<file path="src/rtl/fetch_unit_if.sv">
// fetch_unit_if: instruction-memory request/response, redirect and
// instruction-out handshakes; master = fetch unit, slave = environment.
interface fetch_unit_if #(
  parameter int WIDTH = 32
);
  logic             imem_req_valid;
  logic             imem_req_ready;
  logic [WIDTH-1:0] imem_addr;
  logic             imem_resp_valid;
  logic [WIDTH-1:0] imem_resp_data;
  logic             redirect_valid;
  logic [WIDTH-1:0] redirect_pc;
  logic             inst_valid;
  logic             inst_ready;
  logic [WIDTH-1:0] inst_data;
  logic [WIDTH-1:0] inst_pc;

  modport master (
    output imem_req_valid,
    input  imem_req_ready,
    output imem_addr,
    input  imem_resp_valid,
    input  imem_resp_data,
    input  redirect_valid,
    input  redirect_pc,
    output inst_valid,
    input  inst_ready,
    output inst_data,
    output inst_pc
  );

  modport slave (
    input  imem_req_valid,
    output imem_req_ready,
    input  imem_addr,
    output imem_resp_valid,
    output imem_resp_data,
    output redirect_valid,
    output redirect_pc,
    input  inst_valid,
    output inst_ready,
    input  inst_data,
    input  inst_pc
  );
endinterface

</file>
<file path="src/rtl/fetch_unit.sv">
// fetch_unit: credit-based instruction fetcher with a DEPTH-entry buffer.
// Ports: clk, rst (async, active-high), bus (fetch_unit_if.master).
module fetch_unit #(
  parameter int               WIDTH    = 32,
  parameter logic [WIDTH-1:0] RESET_PC = '0,
  parameter int               DEPTH    = 2
) (
  input logic          clk,
  input logic          rst,
  fetch_unit_if.master bus
);
  localparam int CW  = $clog2(DEPTH + 1);
  localparam int CW1 = CW + 1;
  localparam int PW  = $clog2(DEPTH);
  localparam logic [CW:0]   DEPTH_W = CW1'(DEPTH);
  localparam logic [CW-1:0] DEPTH_C = CW'(DEPTH);
  localparam logic [PW-1:0] LAST    = PW'(DEPTH - 1);

  logic [WIDTH-1:0] fetch_pc;
  logic [WIDTH-1:0] resp_pc;
  logic [CW-1:0]    count;
  // out_cnt: every issued request not yet answered,
  // drop_cnt: the oldest of those, which are stale
  logic [CW-1:0]    out_cnt;
  logic [CW-1:0]    drop_cnt;
  logic [PW-1:0]    head;
  logic [PW-1:0]    tail;
  logic [WIDTH-1:0] buf_data [DEPTH];
  logic [WIDTH-1:0] buf_pc   [DEPTH];

  logic             issue;
  logic             resp_take;
  logic             push;
  logic             pop;
  logic [WIDTH-1:0] target;

  function automatic logic [PW-1:0] nxt(
    input logic [PW-1:0] p
  );
    return (p == LAST) ? '0 : p + PW'(1);
  endfunction

  assign target = {bus.redirect_pc[WIDTH-1:2], 2'b00};

  // Credits count stale in-flight requests too,
  // so valid only drops through an issue or redirect.
  assign bus.imem_req_valid =
    !rst && !bus.redirect_valid &&
    (({1'b0, count} + {1'b0, out_cnt}) < DEPTH_W);
  assign bus.imem_addr = fetch_pc;

  assign issue =
    bus.imem_req_valid && bus.imem_req_ready;
  // A response with nothing in flight is ignored.
  assign resp_take =
    bus.imem_resp_valid && (out_cnt != '0);
  assign push =
    resp_take && (drop_cnt == '0) &&
    !bus.redirect_valid;
  assign pop =
    bus.inst_valid && bus.inst_ready &&
    !bus.redirect_valid;

  assign bus.inst_valid = (count != '0);
  assign bus.inst_data  = buf_data[head];
  assign bus.inst_pc    = buf_pc[head];

  always_ff @(posedge clk or posedge rst) begin
    if (rst) begin
      fetch_pc <= RESET_PC;
      resp_pc  <= RESET_PC;
      count    <= '0;
      out_cnt  <= '0;
      drop_cnt <= '0;
      head     <= '0;
      tail     <= '0;
    end else if (bus.redirect_valid) begin
      fetch_pc <= target;
      resp_pc  <= target;
      count    <= '0;
      head     <= '0;
      tail     <= '0;
      // Everything still in flight becomes stale.
      out_cnt  <= out_cnt - CW'(resp_take);
      drop_cnt <= out_cnt - CW'(resp_take);
    end else begin
      if (issue) begin
        fetch_pc <= fetch_pc + WIDTH'(4);
      end
      if (push) begin
        resp_pc <= resp_pc + WIDTH'(4);
        tail    <= nxt(tail);
      end
      if (pop) begin
        head <= nxt(head);
      end
      count   <= count + CW'(push) - CW'(pop);
      out_cnt <= out_cnt + CW'(issue)
               - CW'(resp_take);
      if (resp_take && (drop_cnt != '0)) begin
        drop_cnt <= drop_cnt - CW'(1);
      end
    end
  end

  always_ff @(posedge clk) begin
    if (push) begin
      buf_data[tail] <= bus.imem_resp_data;
      buf_pc[tail]   <= resp_pc;
    end
  end

  a_no_overflow: assert property (
    @(posedge clk) disable iff (rst)
    !(push && !pop && (count == DEPTH_C))
  );

endmodule

</file>
<file path="src/flat_wrapper.sv">
// flat-port wrapper written by rule: the top's interface ports become plain ports
module fetch_unit_flat 
#(
  parameter int               WIDTH    = 32,
  parameter logic [WIDTH-1:0] RESET_PC = '0,
  parameter int               DEPTH    = 2
)
  (clk, rst, bus_imem_req_valid, bus_imem_req_ready, bus_imem_addr, bus_imem_resp_valid, bus_imem_resp_data, bus_redirect_valid, bus_redirect_pc, bus_inst_valid, bus_inst_ready, bus_inst_data, bus_inst_pc);
  fetch_unit_if #(.WIDTH(WIDTH)) bus_i ();
  input logic clk;
  input logic rst;
  output wire logic [$bits(bus_i.imem_req_valid)-1:0] bus_imem_req_valid;
  input wire logic [$bits(bus_i.imem_req_ready)-1:0] bus_imem_req_ready;
  output wire logic [$bits(bus_i.imem_addr)-1:0] bus_imem_addr;
  input wire logic [$bits(bus_i.imem_resp_valid)-1:0] bus_imem_resp_valid;
  input wire logic [$bits(bus_i.imem_resp_data)-1:0] bus_imem_resp_data;
  input wire logic [$bits(bus_i.redirect_valid)-1:0] bus_redirect_valid;
  input wire logic [$bits(bus_i.redirect_pc)-1:0] bus_redirect_pc;
  output wire logic [$bits(bus_i.inst_valid)-1:0] bus_inst_valid;
  input wire logic [$bits(bus_i.inst_ready)-1:0] bus_inst_ready;
  output wire logic [$bits(bus_i.inst_data)-1:0] bus_inst_data;
  output wire logic [$bits(bus_i.inst_pc)-1:0] bus_inst_pc;
  assign bus_imem_req_valid = bus_i.imem_req_valid;
  assign bus_i.imem_req_ready = bus_imem_req_ready;
  assign bus_imem_addr = bus_i.imem_addr;
  assign bus_i.imem_resp_valid = bus_imem_resp_valid;
  assign bus_i.imem_resp_data = bus_imem_resp_data;
  assign bus_i.redirect_valid = bus_redirect_valid;
  assign bus_i.redirect_pc = bus_redirect_pc;
  assign bus_inst_valid = bus_i.inst_valid;
  assign bus_i.inst_ready = bus_inst_ready;
  assign bus_inst_data = bus_i.inst_data;
  assign bus_inst_pc = bus_i.inst_pc;
  fetch_unit #(.WIDTH(WIDTH), .RESET_PC(RESET_PC), .DEPTH(DEPTH)) u_core (.clk(clk), .rst(rst), .bus(bus_i));
endmodule
</file>
<file path="config.mk">
export PLATFORM = sky130hd
export DESIGN_NAME = fetch_unit_flat
export DESIGN_NICKNAME = d
export VERILOG_FILES = /design/src/rtl/fetch_unit_if.sv /design/src/rtl/fetch_unit.sv /design/src/flat_wrapper.sv
export SDC_FILE = /design/constraint.sdc
export NUM_CORES = 1
export LEC_CHECK = 0
export CAP_MARGIN = 10
export CORE_MARGIN = 2
export CORE_UTILIZATION = 44
export CTS_BUF_LIST = sky130_fd_sc_hd__clkbuf_8
export CTS_CLUSTER_DIAMETER = 50
export DETAILED_ROUTE_END_ITERATION = 8
export GPL_ROUTABILITY_DRIVEN = 0
export GPL_TIMING_DRIVEN = 0
export MAX_ROUTING_LAYER = met4
export PLACE_DENSITY = 0.72
export SYNTH_ARGS = -nofsm -noshare
export SYNTH_HDL_FRONTEND = slang
export SYNTH_SLANG_ARGS = --single-unit
</file>
<file path="constraint.sdc">
create_clock -name clk -period 8.19 [get_ports clk]
set_clock_uncertainty 0.2 [all_clocks]
set_input_delay 1.638 -clock clk [delete_from_list [all_inputs] [get_ports clk]]
set_output_delay 1.638 -clock clk [all_outputs]
set_load 0.05 [all_outputs]
</file>
# Yosys cells after proc, flatten, opt, wreduce, memory -nomap -nowiden
# Memory sizes are Yosys's and may differ from the RTL's.
# Cells that the tools add are included.
# word_totals
word_cells	56
mem_bits_rw	128
out_inout_bits	98
n_memories	2
input_bits	70
regBits	72
# op_classes
n_reduce_logical	19
order_cmp	1
muxes	16
addsub	11
# memory_table
memory	depth	width	rd	rd_clocked_by_memory_dff	write_ports	line	source
u_core.buf_data	2	32	1	0	1	fetch_unit.sv:28	logic [WIDTH-1:0] buf_data [DEPTH];
u_core.buf_pc	2	32	1	0	1	fetch_unit.sv:29	logic [WIDTH-1:0] buf_pc [DEPTH];
# ops
op	count
32-bit 2-to-1 mux	4
32-bit by 3-bit adder with 32-bit output (second input constant)	2
2-bit nonzero test	7
1-bit logical AND	9
1-bit 2-to-1 mux	8
2-bit 2-to-1 mux	4
2-bit by 1-bit subtractor with 2-bit output	3
2-bit by 1-bit adder with 2-bit output	2
2-bit by 2-bit adder with 3-bit output	1
3-bit by 2-bit < comparator with 1-bit output (second input constant)	1
1-bit adder (second input constant)	2
1-bit zero test	2
2-bit zero test	1
2-bit by 1-bit subtractor with 2-bit output (second input constant)	1

# Longest topological paths before layout
# logic_depth
ltp_word	7
ltp_mapped	10
mapped_depth_nobuf	9

# Least setup slack after synthesis
# Ideal clock, no wire load.
# synth_path
path_type	input to register
startpoint	input bus_redirect_valid
endpoint	memory u_core.buf_data[0][0], enable pin
setup_ns	0.558
n_path_buf	3
arrival_time_ns	6.534
path_slack_ns	0.898
cell_stages	4
required_ns	7.432
cell_sequence	clkbuf_1 > clkbuf_1 > clkbuf_1 > nor3_1
# synth_via
elab_chain_len	4
# synth_lines
item	line	source
start, declared	flat_wrapper.sv:17	input wire logic [$bits(bus_i.redirect_valid)-1:0] bus_redirect_valid;
1-bit zero test	fetch_unit.sv:59	!bus.redirect_valid;
1-bit logical AND	fetch_unit.sv:58	resp_take && (drop_cnt == '0) &&
1-bit 2-to-1 mux	fetch_unit.sv:107	if (push) begin
1-bit 2-to-1 mux (not written as such)	fetch_unit.sv:108	buf_data[tail] <= bus.imem_resp_data;
end, declared	fetch_unit.sv:28	
# Every way passes these cells.

# Worst setup path after layout
# layout_path
startpoint	input bus_redirect_valid
endpoint	output bus_imem_req_valid
# layout_via
elab_chain_len	3
# layout_lines
item	line	source
1-bit zero test	fetch_unit.sv:48	!rst && !bus.redirect_valid &&
1-bit logical AND (2 in a row)	fetch_unit.sv:48	
end, declared	flat_wrapper.sv:12	output wire logic [$bits(bus_i.imem_req_valid)-1:0] bus_imem_req_valid;
# Every way passes these cells.

==> flow_summary.json <==
{
  "status": "complete, no violations",
  "drt_first_pass_iters": 5,
  "design_area_um2": 10800,
  "mostFrequentLayoutCells": "161 x clkdlybuf4s50_1, 124 x edfxtp_1, 74 x mux2_2",
  "ios": 168,
  "fmax_ghz": 0.182,
  "slew_violations": 0,
  "crit_chain": "clkdlybuf4s50_1 -> nor4_4 -> clkdlybuf4s50_1",
  "grt-busiest-layer": "met2",
  "start_util_pct": 45.1,
  "setup_violations": 0,
  "cts.path.max_buffers": 2,
  "h-tree-depth": 4,
  "grt_util_all_layers_pct": 20.8,
  "rows": 50,
  "cts.sinks": 192,
  "die_w_um": 143,
  "wl_per_cell_um": 19.0,
  "hold_buffers": 0,
  "total_power_w": 0.00266,
  "relSlewSlack_pct": 42.4,
  "synth_seq_cells": 192,
  "remaining_drc_errors": 0,
  "place_area_um2": 10500,
  "root_buffer": "clkbuf_8",
  "fillers": 1516,
  "hold_viol_final": 0,
  "crit_path_max_incr_delay_ns": 0.91,
  "critPathKind": "input pin to output port",
  "synth_edf_count": 124,
  "cp_max_fo": 5,
  "grt_overflow_total": 0,
  "synth_warnings": 0,
  "cp_data_arrival_time_ns": 3.65,
  "end_kind": "output port",
  "drt_iter0_markers": 349,
  "synth.distinct_cells": 53,
  "synthFlopType": "edfxtp_1",
  "rsz0062_at_grt": "false",
  "diodes": 0,
  "ys_seq_area_share_pct": 64.1,
  "final_nets": 895,
  "chipHeight_um": 143,
  "leakagePower_nw": 3.87,
  "grt_pass1_wl_um": 31300,
  "syn2layout_area_growth_pct": 28.0,
  "viasPerCell": 5.54,
  "fin_crit_sh_pct": 67.0,
  "hold_path_class": "register to register",
  "syn_area_um2": 8470,
  "post_cts_resized": 0,
  "post-cts-setup-buffer-count": 0,
  "core-area_um2": 18800,
  "final_common_cell": "clkdlybuf4s50_1",
  "clk_pin_slew_worst_paths_ns": 0.09,
  "worst_pin_slew_ns": 0.865,
  "ir_drop_mv": 0.107,
  "antenna_found_initial": 0,
  "hold-path-cell-count": 0,
  "cp.required_ns": 6.35,
  "avgSynthCellArea_um2": 13.5,
  "min_period_ns": 5.49,
  "start_kind": "input pin",
  "drive_gt1_share_pct": 15.3,
  "async_reset_ff_share_pct": 35.4,
  "clkLatencyLatePin_ns": 0.46,
  "syn_inst": 628,
  "grt_pass1_vias": 5820,
  "num_vias": 5892,
  "cp_slowest_cell": "clkdlybuf4s50_1",
  "cts_tree": "yes",
  "grt_max_degree": 69,
  "die_area_um2": 20400,
  "io_buffers": 161,
  "power_density_nw_per_um2": 246,
  "drt-total-wl_um": 20300,
  "cts_buffers": 17,
  "use_met1_pct": 27.5,
  "dp_hpwl_um": 14500,
  "cp_common_cell": "clkdlybuf4s50_1",
  "grt_use_met3_pct": 5.13,
  "r2r_cells": 10,
  "drv_cap": 0,
  "ant_nets": 0,
  "use_met2_pct": 31.7
}
sequential cells by signal, summed over array words and instances, names as in the netlist:
name	flops
u_core.buf_data	64
u_core.buf_pc	60
u_core.bus.imem_addr	30
u_core.resp_pc	30
u_core.count	2
u_core.drop_cnt	2
u_core.out_cnt	2
u_core.head	1
u_core.tail	1
power by group:
group          internal, W  switching [W]
clock network     0.000269       0.000319
registers          0.00114      0.0000860
logic             0.000317       0.000536
synthesized netlist by cell type, drive strengths merged (2+ instances only):
cell type | number | area [µm²]
edfxtp | 124 | 3720
mux2 | 74 | 833
dfrtp | 68 | 1700
nand2 | 59 | 221
o21ai | 30 | 150
nand3 | 28 | 140
nor2 | 27 | 101
xor2 | 27 | 236
clkbuf | 21 | 78.8
nand4 | 21 | 153
xnor2 | 19 | 166
inv | 15 | 56.3
nor3 | 11 | 55.1
and3 | 9 | 56.3
a21boi | 8 | 60.1
and4 | 8 | 70.1
nor4 | 8 | 86.3
o211ai | 8 | 65.1
ha | 7 | 87.6
buf | 6 | 38.8
a21oi | 5 | 25.0
o311ai | 5 | 43.8
mux2i | 4 | 40.0
nand2b | 4 | 25.0
a31oi | 3 | 18.8
nor2b | 3 | 18.8
or4 | 3 | 22.5
a31o | 2 | 17.5
a41oi | 2 | 17.5
and2 | 2 | 12.5
or3 | 2 | 12.5
kinds of logic (layout without fill, tap and decap cells):
group	count (synthesis)	in the layout	synth area share, %
adder cells (fa/ha/maj)	8	8	1.27
other	1	4	0.0443
AND/OR/NAND/NOR	190	190	12.0
multiplexers	78	78	10.3
buffers and inverters	42	241	2.05
XOR/XNOR	46	46	4.76
AO/OA/AOI/OAI	71	71	5.48
flip-flops	192	192	64.1
layer usage:
metal	up-vias	share of wire, %
li1	2705	-
met2	289	46
met1	2869	45
met3	29	8.0
met5	-	0
met4	0	1.7
cell type report:
cell class / count / area [µm²] / area share (%)
Tap cell: 234 / 293 / 2.70
Sequential cell: 192 / 5430 / 50.1
Multi-Input combinational cell: 397 / 2890 / 26.7
Buffer: 27 / 118 / 1.09
Timing Repair Buffer: 167 / 1680 / 15.5
Clock inverter: 11 / 88.8 / 0.820
Clock buffer: 21 / 289 / 2.67
Inverter: 15 / 58.8 / 0.543
path summary, 6_finish.rpt:
kind	start	end	slack, ns
setup / recovery	bus_redirect_valid	bus_imem_req_valid	2.70
hold / removal	u_core.resp_pc[28]	u_core.buf_pc[1][28]	0.33
setup reg to reg	u_core.out_cnt[0]	u_core.bus.imem_addr[31]	5.05
hold reg to reg	u_core.resp_pc[28]	u_core.buf_pc[1][28]	0.33
max in group asynchronous	rst	u_core.bus.imem_addr[19]	5.63
min in group asynchronous	rst	u_core.resp_pc[2]	1.61
through the flow:
stage	hold WS, ns	worst slack, ns	util, %	setup TNS, ns	instances
2_1_floorplan	0.263	0.898	-	0	631
3_3_place_gp	0.297	-2.20	55.3	-136.26	1026
3_5_place_dp	0.307	2.69	55.7	0	1032
4_1_cts	0.332	2.68	57.7	0	1064
5_1_grt	0.357	2.63	57.7	0	1064
6_report	0.332	2.70	57.7	0	1064
critical path, delay by kind of cell:
kind / cells / cell delay, ns
buf+inv: 2 / 1.45
simple gates: 1 / 0.56
Note: power is estimated with default switching activity, not from simulation.
